<file path="src/rtl/ad7609_emu.sv">
// Behavioural emulation of an AD7609 ADC: conversion timing, result latching and the
// dual-lane serial readout (Douta = ch1..ch4, Doutb = ch5..ch8), MSB first.
module ad7609_emu #(
    parameter int CONV_CYCLES = 400
) (
    input  logic         Clk,
    input  logic         Rst,
    input  logic         Adc_reset,
    input  logic         Convsta,
    input  logic         Convstb,
    input  logic         Cs_n,
    input  logic         Sclk,
    input  logic [2:0]   Os,
    input  logic         Pattern_en,
    input  logic [143:0] Ch_data,
    output logic         Busy,
    output logic         Douta,
    output logic         Doutb,
    output logic         Frstdata,
    output logic [15:0]  Conv_count,
    output logic         Rd_err
);
    // state   | meaning
    // ST_IDLE | no conversion running, waiting for a cst rising edge
    // ST_CONV | conversion running, down-timer counts to terminal count 0
    typedef enum logic {ST_IDLE, ST_CONV} state_t;

    localparam int CW = $clog2(CONV_CYCLES * 64 + 1);

    state_t         state_q, state_d;
    logic [CW-1:0]  tmr_q, tmr_d;
    logic [143:0]   smp_q, smp_d;
    logic [143:0]   res_q, res_d;
    logic [15:0]    cnt_q, cnt_d;
    logic [71:0]    sha_q, sha_d, shb_q, shb_d;
    logic [6:0]     bit_q, bit_d;
    logic           rd_q, rd_d;
    logic           frst_q, frst_d;
    logic           rderr_q, rderr_d;
    logic           sclk_q, sclk_d, csn_q, csn_d, cst_q, cst_d;

    logic           cst_cur, cst_rise, cs_fall, cs_rise, sclk_fall;
    logic [2:0]     os_k;
    logic [143:0]   pat;

    always_comb begin
        cst_cur   = Convsta & Convstb;
        cst_rise  = cst_cur & ~cst_q;
        cs_fall   = csn_q & ~Cs_n;
        cs_rise   = ~csn_q & Cs_n;
        sclk_fall = sclk_q & ~Sclk;
        os_k      = (Os == 3'b111) ? 3'd0 : Os;
        pat       = '0;
        for (int n = 0; n < 8; n++) begin
            pat[143 - 18*n -: 18] = {3'(n), cnt_q[14:0]};
        end

        state_d = state_q;
        tmr_d   = tmr_q;
        smp_d   = smp_q;
        res_d   = res_q;
        cnt_d   = cnt_q;
        sha_d   = sha_q;
        shb_d   = shb_q;
        bit_d   = bit_q;
        rd_d    = rd_q;
        frst_d  = frst_q;
        rderr_d = 1'b0;
        sclk_d  = Sclk;
        csn_d   = Cs_n;
        cst_d   = cst_cur;

        case (state_q)
            ST_IDLE: begin
                if (cst_rise && !Adc_reset) begin
                    state_d = ST_CONV;
                    tmr_d   = (CW'(CONV_CYCLES) << os_k) - CW'(1);
                    smp_d   = Pattern_en ? pat : Ch_data;
                end
            end
            ST_CONV: begin
                if (tmr_q == '0) begin
                    state_d = ST_IDLE;
                    res_d   = smp_q;
                    cnt_d   = cnt_q + 16'd1;
                end else begin
                    tmr_d = tmr_q - CW'(1);
                end
            end
            default: state_d = ST_IDLE;
        endcase

        // ADC reset wins over a completion landing in the same cycle
        if (Adc_reset) begin
            state_d = ST_IDLE;
            tmr_d   = '0;
            res_d   = '0;
            cnt_d   = cnt_q;
        end

        if (cs_rise) begin
            rd_d   = 1'b0;
            bit_d  = '0;
            frst_d = 1'b0;
        end else if (cs_fall) begin
            rd_d   = 1'b1;
            sha_d  = res_q[143:72];
            shb_d  = res_q[71:0];
            bit_d  = '0;
            frst_d = 1'b1;
        end else if (sclk_fall && rd_q && !Cs_n) begin
            if (bit_q < 7'd72) begin
                sha_d  = {sha_q[70:0], 1'b0};
                shb_d  = {shb_q[70:0], 1'b0};
                bit_d  = bit_q + 7'd1;
                frst_d = 1'b0;
            end else begin
                rderr_d = 1'b1;
            end
        end
    end

    always_ff @(posedge Clk) begin
        if (Rst) begin
            state_q <= ST_IDLE;
            tmr_q   <= '0;
            smp_q   <= '0;
            res_q   <= '0;
            cnt_q   <= '0;
            sha_q   <= '0;
            shb_q   <= '0;
            bit_q   <= '0;
            rd_q    <= 1'b0;
            frst_q  <= 1'b0;
            rderr_q <= 1'b0;
            sclk_q  <= 1'b0;
            csn_q   <= 1'b1;
            cst_q   <= 1'b1;
        end else begin
            state_q <= state_d;
            tmr_q   <= tmr_d;
            smp_q   <= smp_d;
            res_q   <= res_d;
            cnt_q   <= cnt_d;
            sha_q   <= sha_d;
            shb_q   <= shb_d;
            bit_q   <= bit_d;
            rd_q    <= rd_d;
            frst_q  <= frst_d;
            rderr_q <= rderr_d;
            sclk_q  <= sclk_d;
            csn_q   <= csn_d;
            cst_q   <= cst_d;
        end
    end

    assign Busy       = (state_q == ST_CONV);
    assign Douta      = rd_q && (bit_q < 7'd72) && sha_q[71];
    assign Doutb      = rd_q && (bit_q < 7'd72) && shb_q[71];
    assign Frstdata   = frst_q;
    assign Conv_count = cnt_q;
    assign Rd_err     = rderr_q;
endmodule

</file>
<file path="config.mk">
export PLATFORM = sky130hd
export DESIGN_NAME = ad7609_emu
export DESIGN_NICKNAME = d
export VERILOG_FILES = /design/src/rtl/ad7609_emu.sv
export SDC_FILE = /design/constraint.sdc
export NUM_CORES = 1
export LEC_CHECK = 0
export CAP_MARGIN = 25
export CORE_MARGIN = 4
export CORE_UTILIZATION = 50
export CTS_BUF_LIST = sky130_fd_sc_hd__clkbuf_4 sky130_fd_sc_hd__clkbuf_8
export DETAILED_ROUTE_END_ITERATION = 16
export PLACE_DENSITY = 0.7
export SETUP_SLACK_MARGIN = 0.5
export SYNTH_ARGS = -nofsm -noshare
export SYNTH_HDL_FRONTEND = slang
export SYNTH_SLANG_ARGS = --single-unit
</file>
<file path="constraint.sdc">
create_clock -name Clk -period 4 [get_ports Clk]
set_clock_uncertainty 0.1 [all_clocks]
set_input_delay 0.8 -clock Clk [delete_from_list [all_inputs] [get_ports Clk]]
set_output_delay 0.8 -clock Clk [all_outputs]
set_load 0.01 [all_outputs]
</file>
# [Yosys cells after proc, flatten, opt, wreduce, memory -nomap -nowiden]
# Cells that the tools add are included.
[classes] n_bitwise=13 eq_ne=3 order_cmp=1 add_sub_neg=4 shifts=1 muxes=18 n_reduce_logical=22
[ops] op="$mux W72" count=6
[ops] op="$mux W144" count=1
[ops] op="$mux W15" count=2
[ops] op="$pmux W15 S2" count=1
[ops] op="$add A16 B1 Y16 const B" count=1
[ops] op="$logic_not A15 Y1" count=1
[ops] op="$shl A9 B3 Y15 const A" count=1
[ops] op="$sub A15 B1 Y15 const B" count=1
[ops] op="$sub A15 B2 Y15 const B" count=1
[ops] op="$reduce_and A2 Y1" count=5
[ops] op="$not A1 Y1" count=8
[ops] op="$add A7 B1 Y7 const B" count=1
[ops] op="$lt A7 B7 Y1 const B" count=1
[ops] op="$logic_and A1 B1 Y1" count=6
[ops] op="$mux W1" count=6
[ops] op="$reduce_and A3 Y1" count=2
[ops] op="$and A1 B1 Y1" count=5
[ops] op="$ne A2 B2 Y1 const B" count=2
[ops] op="$reduce_bool A2 Y1" count=2
[ops] op="$reduce_or A2 Y1" count=2
[ops] op="$reduce_or A4 Y1" count=1
[ops] op="$eq A3 B3 Y1 const B" count=1
[ops] op="$mux W3" count=1
[ops] op="$reduce_or A3 Y1" count=1
[ops] op="2 further kinds" count=3
[totals] wordCells=76 register_bits=477

# [Depth between registers and ports, before layout]
# Gate-level depths: netlist of the first run.
[depth] ltp_word=6 ltp_mapped=10

# [Worst setup path after synthesis of the first run]
# OpenSTA, ideal clock, no wires.
[synth_path] path_kind="input to register" from="input port Os[1]" to="register tmr_q[9]" setup_ns=0.070 n_path_buf=1 path_stages=8 path_slack_ns=1.293 arrival_ns=2.537 cell_sequence="clkbuf_1 -> inv_1 -> ha_1 -> or4b_2 -> nor3_1 -> mux2i_1 -> o21ai_0 -> a21oi_1"
[synth_between] elab_chain_len=6
[synth_lines] element="start: declaration" line="13" source="input logic [2:0] Os,"
[synth_lines] element="$eq A3 B3 Y1" line="52" source="os_k = (Os == 3'b111) ? 3'd0 : Os;"
[synth_lines] element="$mux W3 *" line="52"
[synth_lines] element="$shl A9 B3 Y15 *" line="77" source="tmr_d = (CW'(CONV_CYCLES) << os_k) - CW'(1);"
[synth_lines] element="$sub A15 B2 Y15 *" line="77"
[synth_lines] element="$mux W15 *" line="75" source="if (cst_rise && !Adc_reset) begin"
[synth_lines] element="$pmux W15 S2 *" line="73" source="case (state_q)"
[synth_lines] element="end signal: assignment" line="141" source="tmr_q <= tmr_d;"
[synth_lines] element="end: declaration" line="31" source="logic [CW-1:0] tmr_q, tmr_d;"
# Every way passes the cells marked *; elsewhere a longest branch is shown, timed or not. The select of a mux whose other input is x is not followed.
# A chain may end at the register's enable or synchronous reset.

# [Worst setup path after layout of the first run]
[layout_path] from="register bit_q[3]" to="output port Doutb"
[layout_between] elab_chain_len=3
[layout_lines] element="start: declaration" line="36" source="logic [6:0] bit_q, bit_d;"
[layout_lines] element="start signal: assignment" line="147" source="bit_q <= bit_d;"
[layout_lines] element="$lt A7 B7 Y1" line="159" source="assign Doutb = rd_q && (bit_q < 7'd72) && shb_q[71];"
[layout_lines] element="$logic_and A1 B1 Y1 (2 in series)" line="159"
[layout_lines] element="end: declaration" line="18" source="output logic Doutb,"
# No other way between the ends.

==> summary.txt, run 1 <==
Outcome
  – Outcome: finished, final reports clean

Routing
  – Post-Route WL: between 50000 and 60000 um
  – Drt first pass iters: 5
  – Iter 0 DRT Violations: ~1000
  – DR WL/cell: around 18 um
  – Vias post-DR: 16300
  – Drt drc: 0
  – Vias per cell: around 5.7
  – ANT nets after route: 0

Synthesis
  – Warnings from Yosys: 0
  – Most numerous cell in the Yosys netlist: dfxtp_1
  – Mapped Nets: approximately 2400
  – Async SR Flop Fraction: 0%
  – Top-area cell type share of the netlist area: roughly 49%
  – Most frequent cells after synthesis: 477 x dfxtp_1, 338 x nand2_1, 304 x nor2_1
  – Top cells by area, synth: dfxtp_1 49%, mux2i_1 7.4%, nand2_1 6.5%
  – Post-Synthesis Cells: ~2200
  – Yosys reg bits: ~480
  – Register area share after synthesis: between 40% and 50%
  – Post-synth EDFFs: 0
  – Dominant synthesized flop cell: dfxtp_1
  – Netlist cell types: 58
  – Avg Cell Area, Syn: 8.72 um^2
  – Yosys top cell by area: dfxtp_1
  – Post-Syn Area: between 15000 and 20000 um^2

Power and ir drop
  – Peak supply drop: 0.193 mV
  – Leak: approximately 7.8 nW
  – Cell area power density: ~450 nW/um^2

Critical path
  – Crit path kind: register to output pin
  – CP Max Fanout: 5
  – Worst Setup End Kind: output pin
  – Critical-path top delay cell: clkdlybuf4s50_1
  – Crit path max-delay family: buffers and inverters
  – Critical Path Start Type: register
  – Critical Path AT: 2.25 ns
  – Crit-path cells: o31ai_1, and3_1, clkdlybuf4s50_1
  – Worst path required time: between 3 and 4 ns
  – Crit-path max cell delay: 0.55 ns
  – Worst path bufs/invs: 1
  – R2R Setup Slk: approximately 1.3 ns

Clock network
  – Root Buffer: clkbuf_8
  – CTS Buffer Depth: 3
  – Worst-path clk slew: approximately 0.060 ns
  – Cts bufs inserted: between 70 and 80
  – Post-CTS Setup Bufs: 0
  – H-tree levels: 3
  – Resize count post-CTS: 0
  – Clk sinks: approximately 480
  – Clk Latency, worst-skew pair: just over 0.6 ns
  – CTS tree: done
  – Hold-fix buffers, CTS: 0

Floorplanning
  – Die Span Y: between 200 and 250 um
  – Num ports: 176
  – Die X: ~210 um
  – Total core area: 37900 um^2
  – Die ar.: around 42000 um^2
  – Starting Density: slightly above 50%
  – Row count: around 70

Placed design
  – Port buffer count: approximately 180
  – Placed Instance Area: 21400 um^2
  – Post-detail-place hpwl: ~31000 um
  – Placer congestion estimate: 0.856

Timing
  – Fin crit period: between 3 and 4 ns
  – Slew Limit Fails: 0
  – Setup TNS: 0 ns
  – Slew headroom: 24.2%
  – Unrepaired setup endpoints after global routing: no
  – Finish-stage setup viols: 0
  – Worst Max-Slew Pin Slew: ~1.1 ns
  – F_max: 0.317 GHz
  – Final hold vios: 0
  – Final Cycle Share: about 80%

Finish
  – Final nets: between 2000 and 2500
  – Fin area: 23100 um^2
  – Fraction of layout cells with a size suffix above 1: 7.79%
  – Inserted Diodes: 0
  – Area added between synthesis and finish: 19.2%

Global routing
  – Vias in the first global route: between 15000 and 20000
  – First-pass GRT wire length: roughly 82000 um
  – Gr ovfl total: 0
  – Largest net degree at the start of global routing: between 200 and 250
  – GRT Util Overall: between 20% and 30%
  – Initial antenna violation count: 1

Hold path
  – Hold crit path type: register to register

Run
  – MaxCap Viol Count: 0
==> tightest hold or removal path: stages (launching register included) <==
cell and delay [ns]:
dfxtp_1 0.31, nand2_1 0.05, a21oi_1 0.05
==> sequential cells by signal, indices dropped and copies added, names as in the netlist <==
signal      flops
res_q         144
smp_q         144
sha_q          72
shb_q          72
Conv_count     16
tmr_q          15
bit_q           7
Busy            1
Frstdata        1
Rd_err          1
csn_q           1
cst_q           1
rd_q            1
sclk_q          1
==> per-layer routing <==
metal	up-vias	track usage [%]	wire length (um)
met1	7778	32.1	22900
met3	82	3.94	2910
met5	-	0	0
met2	474	40.1	24800
met4	0	8.33	1320
li1	7987	-	-
==> layout make-up <==
class                   count  area (um^2)
clock buffers             123         1520
clock inverters            17          149
fillers                  3304        14800
inverters                  13         48.8
multi-input cells        1545         9100
flip-flops and latches    477         9550
well taps                 511          639
repair buffers            201         2130
==> cells in the final DEF, fill, tap and decap left out, drive strengths merged, types with 6 or more instances in the layout <==
cell           instances
clkinv                12
nand2                338
a311oi               122
clkdlybuf4s50        173
clkbuf               123
mux2i                144
o21ai                 18
nor3                  33
or3                   12
a211oi               148
nand3b                15
buf                   28
a21oi                183
o31ai                  6
nand3                 10
nor4                   7
dfxtp                477
nor2                 304
inv                   12
ha                    11
nand2b               124
xnor2                 12
==> cells by family after synthesis <==
| logic type | share of synthesized area [%] |
|---|---|
| adders and majority gates | 0.709 |
| DFF | 49.2 |
| buffers and inverters | 4.09 |
| AOI/OAI and AO/OA | 17.6 |
| muxes | 7.43 |
| xor gates and xnor gates | 0.767 |
| and+or+nand+nor | 20.2 |
==> worst paths after layout <==
path | startpoint | end | cells past startpoint
worst max register to register | tmr_q[6] | res_q[93] | 7
worst min register to register | smp_q[113] | res_q[113] | 2
worst min-delay path | smp_q[113] | res_q[113] | 2
worst max-delay path | bit_q[3] | Doutb | 3
==> through the flow <==
step	power (W)	std cells	worst slack [ns]	hold WS [ns]	utilization, %
detailed placement	0.00596	2746	0.366	0.343	56.5
CTS	0.0104	2886	0.796	0.351	60.9
global placement	0.00593	2746	0.540	0.338	56.5
finish	0.0103	2887	0.847	0.349	61.0
global route	0.0107	2887	0.626	0.366	61.0
floorplan	0.00563	2225	1.29	0.332	-
==> report_power, final <==
| part | total, W | internal, W | switching (W) |
|---|---|---|---|
| Clock | 0.00446 | 0.00254 | 0.00192 |
| Combinational | 0.000869 | 0.000402 | 0.000467 |
| Sequential | 0.00500 | 0.00491 | 0.0000838 |
(Power assumes the default switching activity.)
==> inputs of run 2 (changes only) <==
==> constraint.sdc (replaced) <==
create_clock -name Clk -period 3 [get_ports Clk]
set_clock_uncertainty 0.1 [all_clocks]
set_input_delay 0.6 -clock Clk [delete_from_list [all_inputs] [get_ports Clk]]
set_output_delay 0.6 -clock Clk [all_outputs]
set_load 0.01 [all_outputs]
==> run 2 against run 1 <==
Against the previous run:
- combinational power grew 39%
- clock power up 31%
- clock-buffer cell count rose by 3
- routed wire length grew 2.9%
- critical path type unchanged
- sequential power up 33%
- utilization increased by 1.1 points
- cell area rose by 1.9%
- register-to-register slack got worse by 0.70 ns
- die area unchanged
==> summary.txt, run 2 (synthesis gave the netlist of run 1 again) <==
Global routing
  – Initial antenna violation count: 0 (-1)
  – First-pass GRT wire length: 84400 um (+2.6%)
  – Vias in the first global route: 15900 (+1.7%)
  – Largest net degree at the start of global routing: 211 (-6.2%)
  – GRT Util Overall: 24.8% (+0.68 points)
  – Gr ovfl total: 0 (unchanged)

Finish
  – Biggest regs: res_q x144, smp_q x144
  – Non-filler cells, final: 2925 (+1.3%)
  – Inserted Diodes: 0 (unchanged)
  – Most frequent cells in the layout: 475 x dfxtp_1, 337 x nand2_1, 302 x nor2_1, 182 x a21oi_1, 170 x clkdlybuf4s50_1
  – Fraction of layout cells with a size suffix above 1: 9.73% (+1.9 points)
  – Filler Cell Count: 3276 (-0.85%)
  – FF/Latch Area: 9550 um^2 (about the same)
  – Area of the multi-input gates: 9170 um^2 (+0.69%)
  – Commonest non-fill, non-tap cell in the layout: dfxtp_1
  – Final nets: 2526 (+1.8%)
  – Area added between synthesis and finish: 21.5%

Critical path
  – CP Max Fanout: 6 (+1)
  – Critical Path AT: 1.74 ns (-0.51 ns)
  – Worst setup startpoint: bit_q[4]
  – Worst Setup End Kind: output pin
  – Crit-path max cell delay: 0.37 ns (-0.18 ns)
  – Crit path kind: register to output pin
  – Crit path max-delay family: flip-flops
  – Worst path bufs/invs: 1 (unchanged)
  – Crit-path cells: o31ai_4, and3_1, dlygate4sd2_1
  – Worst r2r src: tmr_q[7]
  – Critical Path Start Type: register
  – Critical-path top delay cell: dfxtp_1
  – Worst path required time: 2.30 ns (-0.80 ns)

Placed design
  – Post-detail-place hpwl: 32900 um (+6.2%)
  – Placer congestion estimate: 0.857 (about the same)
  – Placed Instances: 2786 (+1.5%)
  – Pre-CTS setup slack: -0.100 ns (-0.467 ns)
  – Port buffer count: 175 (unchanged)

Routing
  – Iter 0 DRT Violations: 1343 (+32%)
  – Vias per cell: 5.63 (-0.46%)
  – DR WL/cell: 18.3 um (+1.6%)
  – Vias post-DR: 16500 (+0.85%)
  – Drt drc: 0 (unchanged)
  – Post-Route WL: 53500 um (+2.9%)
  – Drt first pass iters: 6 (+1)
  – ANT nets after route: 0 (unchanged)

Floorplanning
  – Num ports: 176 (unchanged)
  – Starting Density: 51.2% (unchanged)
  – Die ar.: 42000 um^2 (unchanged)
  – Total core area: 37900 um^2 (unchanged)
  – Row count: 71 (unchanged)
  – Die X: 205 um (unchanged)
  – Die Span Y: 205 um (unchanged)

Clock network
  – CTS tree: done
  – Clk Latency, worst-skew pair: 0.62 ns (about the same)
  – H-tree levels: 3 (unchanged)
  – Clk sinks: 477 (unchanged)
  – Worst-path clk slew: 0.06 ns (about the same)
  – CTS Buffer Depth: 3 (unchanged)
  – Cts bufs inserted: 78 (unchanged)
  – Root Buffer: clkbuf_8

Timing
  – Worst Max-Slew Pin Slew: 1.08 ns (-0.0568 ns)
  – Final Cycle Share: 81.3%
  – Fin worst setup slack: 0.560 ns (-0.287 ns)
  – Slew Limit Fails: 0 (unchanged)
  – Finish-stage setup viols: 0 (unchanged)
  – Slew headroom: 27.9% (+3.8 points)
  – F_max: 0.410 GHz
  – Final hold vios: 0 (unchanged)
  – Fin crit period: 2.44 ns
  – Unrepaired setup endpoints after global routing: yes

Power and ir drop
  – Switching portion of total power: 23.7% (-0.22 points)
  – Pint: 0.0105 W (+33%)
  – Clock power frac: 42.6% (-0.6 points)
  – Combinational power share: 8.8% (+0.4 points)
  – Peak supply drop: 0.303 mV (+57%)
  – Switch Pwr: 0.00325 W (+32%)
  – Leak: 8.02 nW (+3.3%)
  – Cell area power density: 582 nW/um^2 (+30%)
  – Seq pwr share: 48.6% (+0.2 points)

Outcome
  – Outcome: finished, final reports clean

Hold path
  – Min-delay src: Rst
  – Hold crit path type: primary input to register

Run
  – MaxCap Viol Count: 0 (unchanged)
run 2: changes by cell type in the layout (fill, tap and decap cells not counted), sizes merged:
| cell | delta |
|---|---|
| clkbuf | +4 |
| dlygate4sd2 | +1 |
| or2 | +1 |
| clkinvlp | -2 |
| bufinv | -1 |
| dlymetal6s2s | +1 |
| buf | +43 |
| inv | +1 |
| clkinv | -7 |
| clkdlybuf4s50 | -3 |
run 2: through the flow:
step	total power, W	hold slack, ns	instance area (um^2)	setup TNS (ns)	utilization (%)
floorplan	0.00751	0.332	19400	0	-
global placement	0.00796	0.337	21800	-0.110	57.6
detailed placement	0.00799	0.343	21800	-0.146	57.6
CTS	0.0138	0.0947	23500	0	62.0
global route	0.0143	0.125	23600	0	62.1
finish	0.0137	0.128	23600	0	62.1
run 2: repair_timing:
| item | in CTS | in global routing |
|---|---|---|
| hold buffers | 0 | 0 |
| pin swaps | 2 | 3 |
| cloned | 0 | 1 |
| gates resized for setup | 9 | 15 |
| endpoints found under the setup margin | 13 | 116 |
| setup buffers | 4 | 0 |
run 2: metal layers:
metal / GRT usage, % / vias to the layer above / share of wire [%]
met2: 41.0 / 467 / 47
met5: 0 / - / 0
met4: 8.28 / 0 / 2.7
met3: 3.53 / 91 / 5.8
li1: - / 8078 / -
met1: 33.6 / 7824 / 44
run 2: path summary, 6_finish.rpt:
path                          to  slack (ns)  depth (start not counted)
hold reg to reg       res_q[106]        0.35                          2
setup reg to reg        tmr_q[0]        0.64                          7
setup / recovery           Doutb        0.56                          3
hold / removal    Conv_count[14]        0.13                          2
run 2: cell type report:
type	count	area share, %
sequential	477	40.5
multi-input combinational	1546	38.9
timing repair buffer	244	10.8
clock buffer	126	6.59
tap	511	2.71
clock inverter	8	0.313
inverter	13	0.207
run 2: power by group through the flow:
stage / Combinational [W] / Sequential (W) / Clock (W)
after floorplan: 0.000745 / 0.00676 / 0
after global placement: 0.00117 / 0.00679 / 0
after detailed placement: 0.00120 / 0.00679 / 0
after CTS: 0.00121 / 0.00666 / 0.00595
after global routing: 0.00133 / 0.00668 / 0.00624
final: 0.00121 / 0.00666 / 0.00584
==> inputs of run 3 (changes only) <==
==> constraint.sdc (replaced) <==
create_clock -name Clk -period 2.3 [get_ports Clk]
set_clock_uncertainty 0.1 [all_clocks]
set_input_delay 0.46 -clock Clk [delete_from_list [all_inputs] [get_ports Clk]]
set_output_delay 0.46 -clock Clk [all_outputs]
set_load 0.01 [all_outputs]
==> run 3 against run 2 <==
Against the previous run:
- critical path type is now register to register
- the flow now finishes with violations (negative setup slack)
- register-to-register slack worse by 0.75 ns
- final cell count grew 7.9%
- largest cell class is now multi-input gates
- largest power group unchanged
- via count increased by 21%
- cell area grew 25%
- total power is 42% higher
==> summary.txt, run 3 (synthesis gave the netlist of run 1 again) <==
Outcome
  – Outcome: finished with violations
  – Failing checks: negative setup slack

Critical path
  – Crit-path cells: inv_2, ha_4, nor4b_4, buf_4, nand3_4, nor2_4, buf_6, buf_6, buf_6, buf_16, buf_8, nand2_2, a21oi_1
  – Crit-path max cell delay: 0.33 ns (-0.04 ns)
  – Most common cell on crit path: buf_6
  – Worst path required time: 2.75 ns (+0.45 ns)
  – Critical Path AT: 2.86 ns (+1.12 ns)
  – Crit path kind: register to register
  – Worst Setup End Kind: register
  – Critical Path Start Type: register
  – Critical-path top delay cell: dfxtp_2
  – CP Max Fanout: 7 (+1)

Finish
  – Biggest regs: res_q x144, smp_q x144
  – Final nets: 2750 (+8.9%)
  – Commonest non-fill, non-tap cell in the layout: dfxtp_1
  – Most frequent cells in the layout: 449 x dfxtp_1, 275 x nor2_1, 153 x nand2_1, 149 x clkdlybuf4s50_1, 144 x mux2i_1
  – Non-filler cells, final: 3155 (+7.9%)
  – Fraction of layout cells with a size suffix above 1: 35.2% (+25 points)
  – Area added between synthesis and finish: 52.1%

Clock network
  – H-tree levels: 3 (unchanged)
  – Clk sinks: 477 (unchanged)
  – Worst-path clk slew: 0.07 ns (about the same)
  – Hold-fix buffers, CTS: 0 (unchanged)
  – Cts bufs inserted: 79 (+1.3%)
  – Root Buffer: clkbuf_8
  – CTS tree: done
  – Clk Latency, worst-skew pair: 0.64 ns (+0.02 ns)
  – CTS Buffer Depth: 3 (unchanged)

Timing
  – Final Cycle Share: 105%
  – Fin crit period: around 2.4 ns
  – Fin worst setup slack: -0.109 ns (-0.670 ns)
  – Worst Max-Slew Pin Slew: 0.835 ns (-0.246 ns)
  – Unrepaired setup endpoints after global routing: yes
  – F_max: between 0.4 and 0.5 GHz
  – Slew Limit Fails: 0 (unchanged)
  – Slew headroom: 44.2% (+16 points)
  – Setup TNS: -1.89 ns (-1.89 ns)
  – Hold slack: 0.0446 ns (-0.0837 ns)
  – Final hold vios: 0 (unchanged)
  – Finish-stage setup viols: 76 (+76)

Floorplanning
  – Die Span Y: 205 um (unchanged)
  – Die ar.: 42000 um^2 (unchanged)
  – Num ports: 176 (unchanged)
  – Die X: 205 um (unchanged)
  – Row count: 71 (unchanged)
  – Starting Density: 51.2% (unchanged)
  – Total core area: 37900 um^2 (unchanged)

Global routing
  – GRT Util Overall: 30.7% (+5.9 points)
  – Largest net degree at the start of global routing: 115 (-45%)
  – First-pass GRT wire length: 102000 um (+21%)
  – Vias in the first global route: 18400 (+16%)
  – Initial antenna violation count: 1 (+1)
  – Gr ovfl total: 0 (unchanged)

Hold path
  – Hold crit path type: primary input to register

Placed design
  – Post-detail-place hpwl: 35600 um (+8.2%)
  – Pre-CTS setup slack: -0.449 ns (-0.349 ns)
  – Placed Instances: 2846 (+2.2%)
  – Port buffer count: 175 (unchanged)
  – Placer congestion estimate: 0.871 (+1.7%)

Routing
  – Drt drc: 0 (unchanged)
  – Vias post-DR: 19900 (+21%)
  – DR WL/cell: 24.7 um (+35%)
  – Vias per cell: 6.32 (+12%)
  – Post-Route WL: 77900 um (+46%)
  – Iter 0 DRT Violations: 2386 (+78%)
  – ANT nets after route: 0 (unchanged)
  – Drt first pass iters: 6 (unchanged)

Power and ir drop
  – Tot Pwr: 0.0194 W (+42%)
  – Cell area power density: 658 nW/um^2 (+13%)
  – Leak: 11.6 nW (+45%)
  – Peak supply drop: 0.395 mV (+31%)

Run
  – MaxCap Viol Count: 0 (unchanged)
[run 3: cell types whose count changed in the layout (fill, tap and decap cells not counted), sizes merged, moves of 2 or more]
cell / before / now
clkdlybuf4s50: 170 / 149
buf: 71 / 286
or2: 5 / 9
clkdlybuf4s15: 0 / 13
clkinvlp: 2 / 5
dlygate4sd2: 1 / 4
clkbuf: 127 / 132
clkinv: 5 / 10
bufbuf: 0 / 2
bufinv: 1 / 3
[run 3: layout make-up]
| cell class | count | area (um^2) |
|---|---|---|
| well taps | 511 | 639 |
| inverters | 13 | 48.8 |
| repair buffers | 463 | 6000 |
| diodes | 1 | 2.50 |
| flip-flops and latches | 477 | 9620 |
| clock buffers | 123 | 1590 |
| clock inverters | 17 | 173 |
| multi-input cells | 1550 | 11500 |
| fillers | 2162 | 8410 |
[run 3: final timing paths]
| check | end | slack [ns] | depth (start not counted) | from |
|---|---|---|---|---|
| worst max-delay path | res_q[65] | -0.11 | 13 | tmr_q[1] |
| worst min-delay path | smp_q[142] | 0.04 | 2 | Rst |
| worst max register to register | res_q[65] | -0.11 | 13 | tmr_q[1] |
| worst min register to register | res_q[110] | 0.35 | 2 | smp_q[110] |
[run 3: power breakdown]
group	total [W]	switching, W	internal (W)
clock network	0.00835	0.00361	0.00474
registers	0.00875	0.000221	0.00852
logic	0.00234	0.00119	0.00115
total	0.0194	0.00501	0.0144
[run 3: layer usage]
layer / vias to the layer above / GRT usage, % / routed length [um]
met2: 1370 / 49.9 / 35800
met4: 0 / 13.5 / 5650
met3: 426 / 6.08 / 7820
met1: 9575 / 39.9 / 28600
met5: - / 0 / 0
li1: 8563 / - / -
[run 3: timing repair]
item                                    CTS  global route
buffers inserted                         81            29
endpoints found under the setup margin  352           468
resized for setup                       441           371
gates cloned                             48            10
pin swaps                               145           185
endpoints found under the hold margin     0             0
[run 3: through the flow]
step | util (%) | instance area (um^2)
after floorplan | - | 20000
after global placement | 59.9 | 22700
after detailed placement | 59.9 | 22700
after CTS | 72.8 | 27600
after global routing | 77.8 | 29500
final | 77.8 | 29500
[run 3: worst max-delay path, delay by kind of cell (launching register included)]
kind            cells  cell delay, ns
fa+ha+maj           1            0.14
simple gates        4            0.67
compound gates      1            0.19
flops               1            0.33
buf+inv             7            0.88
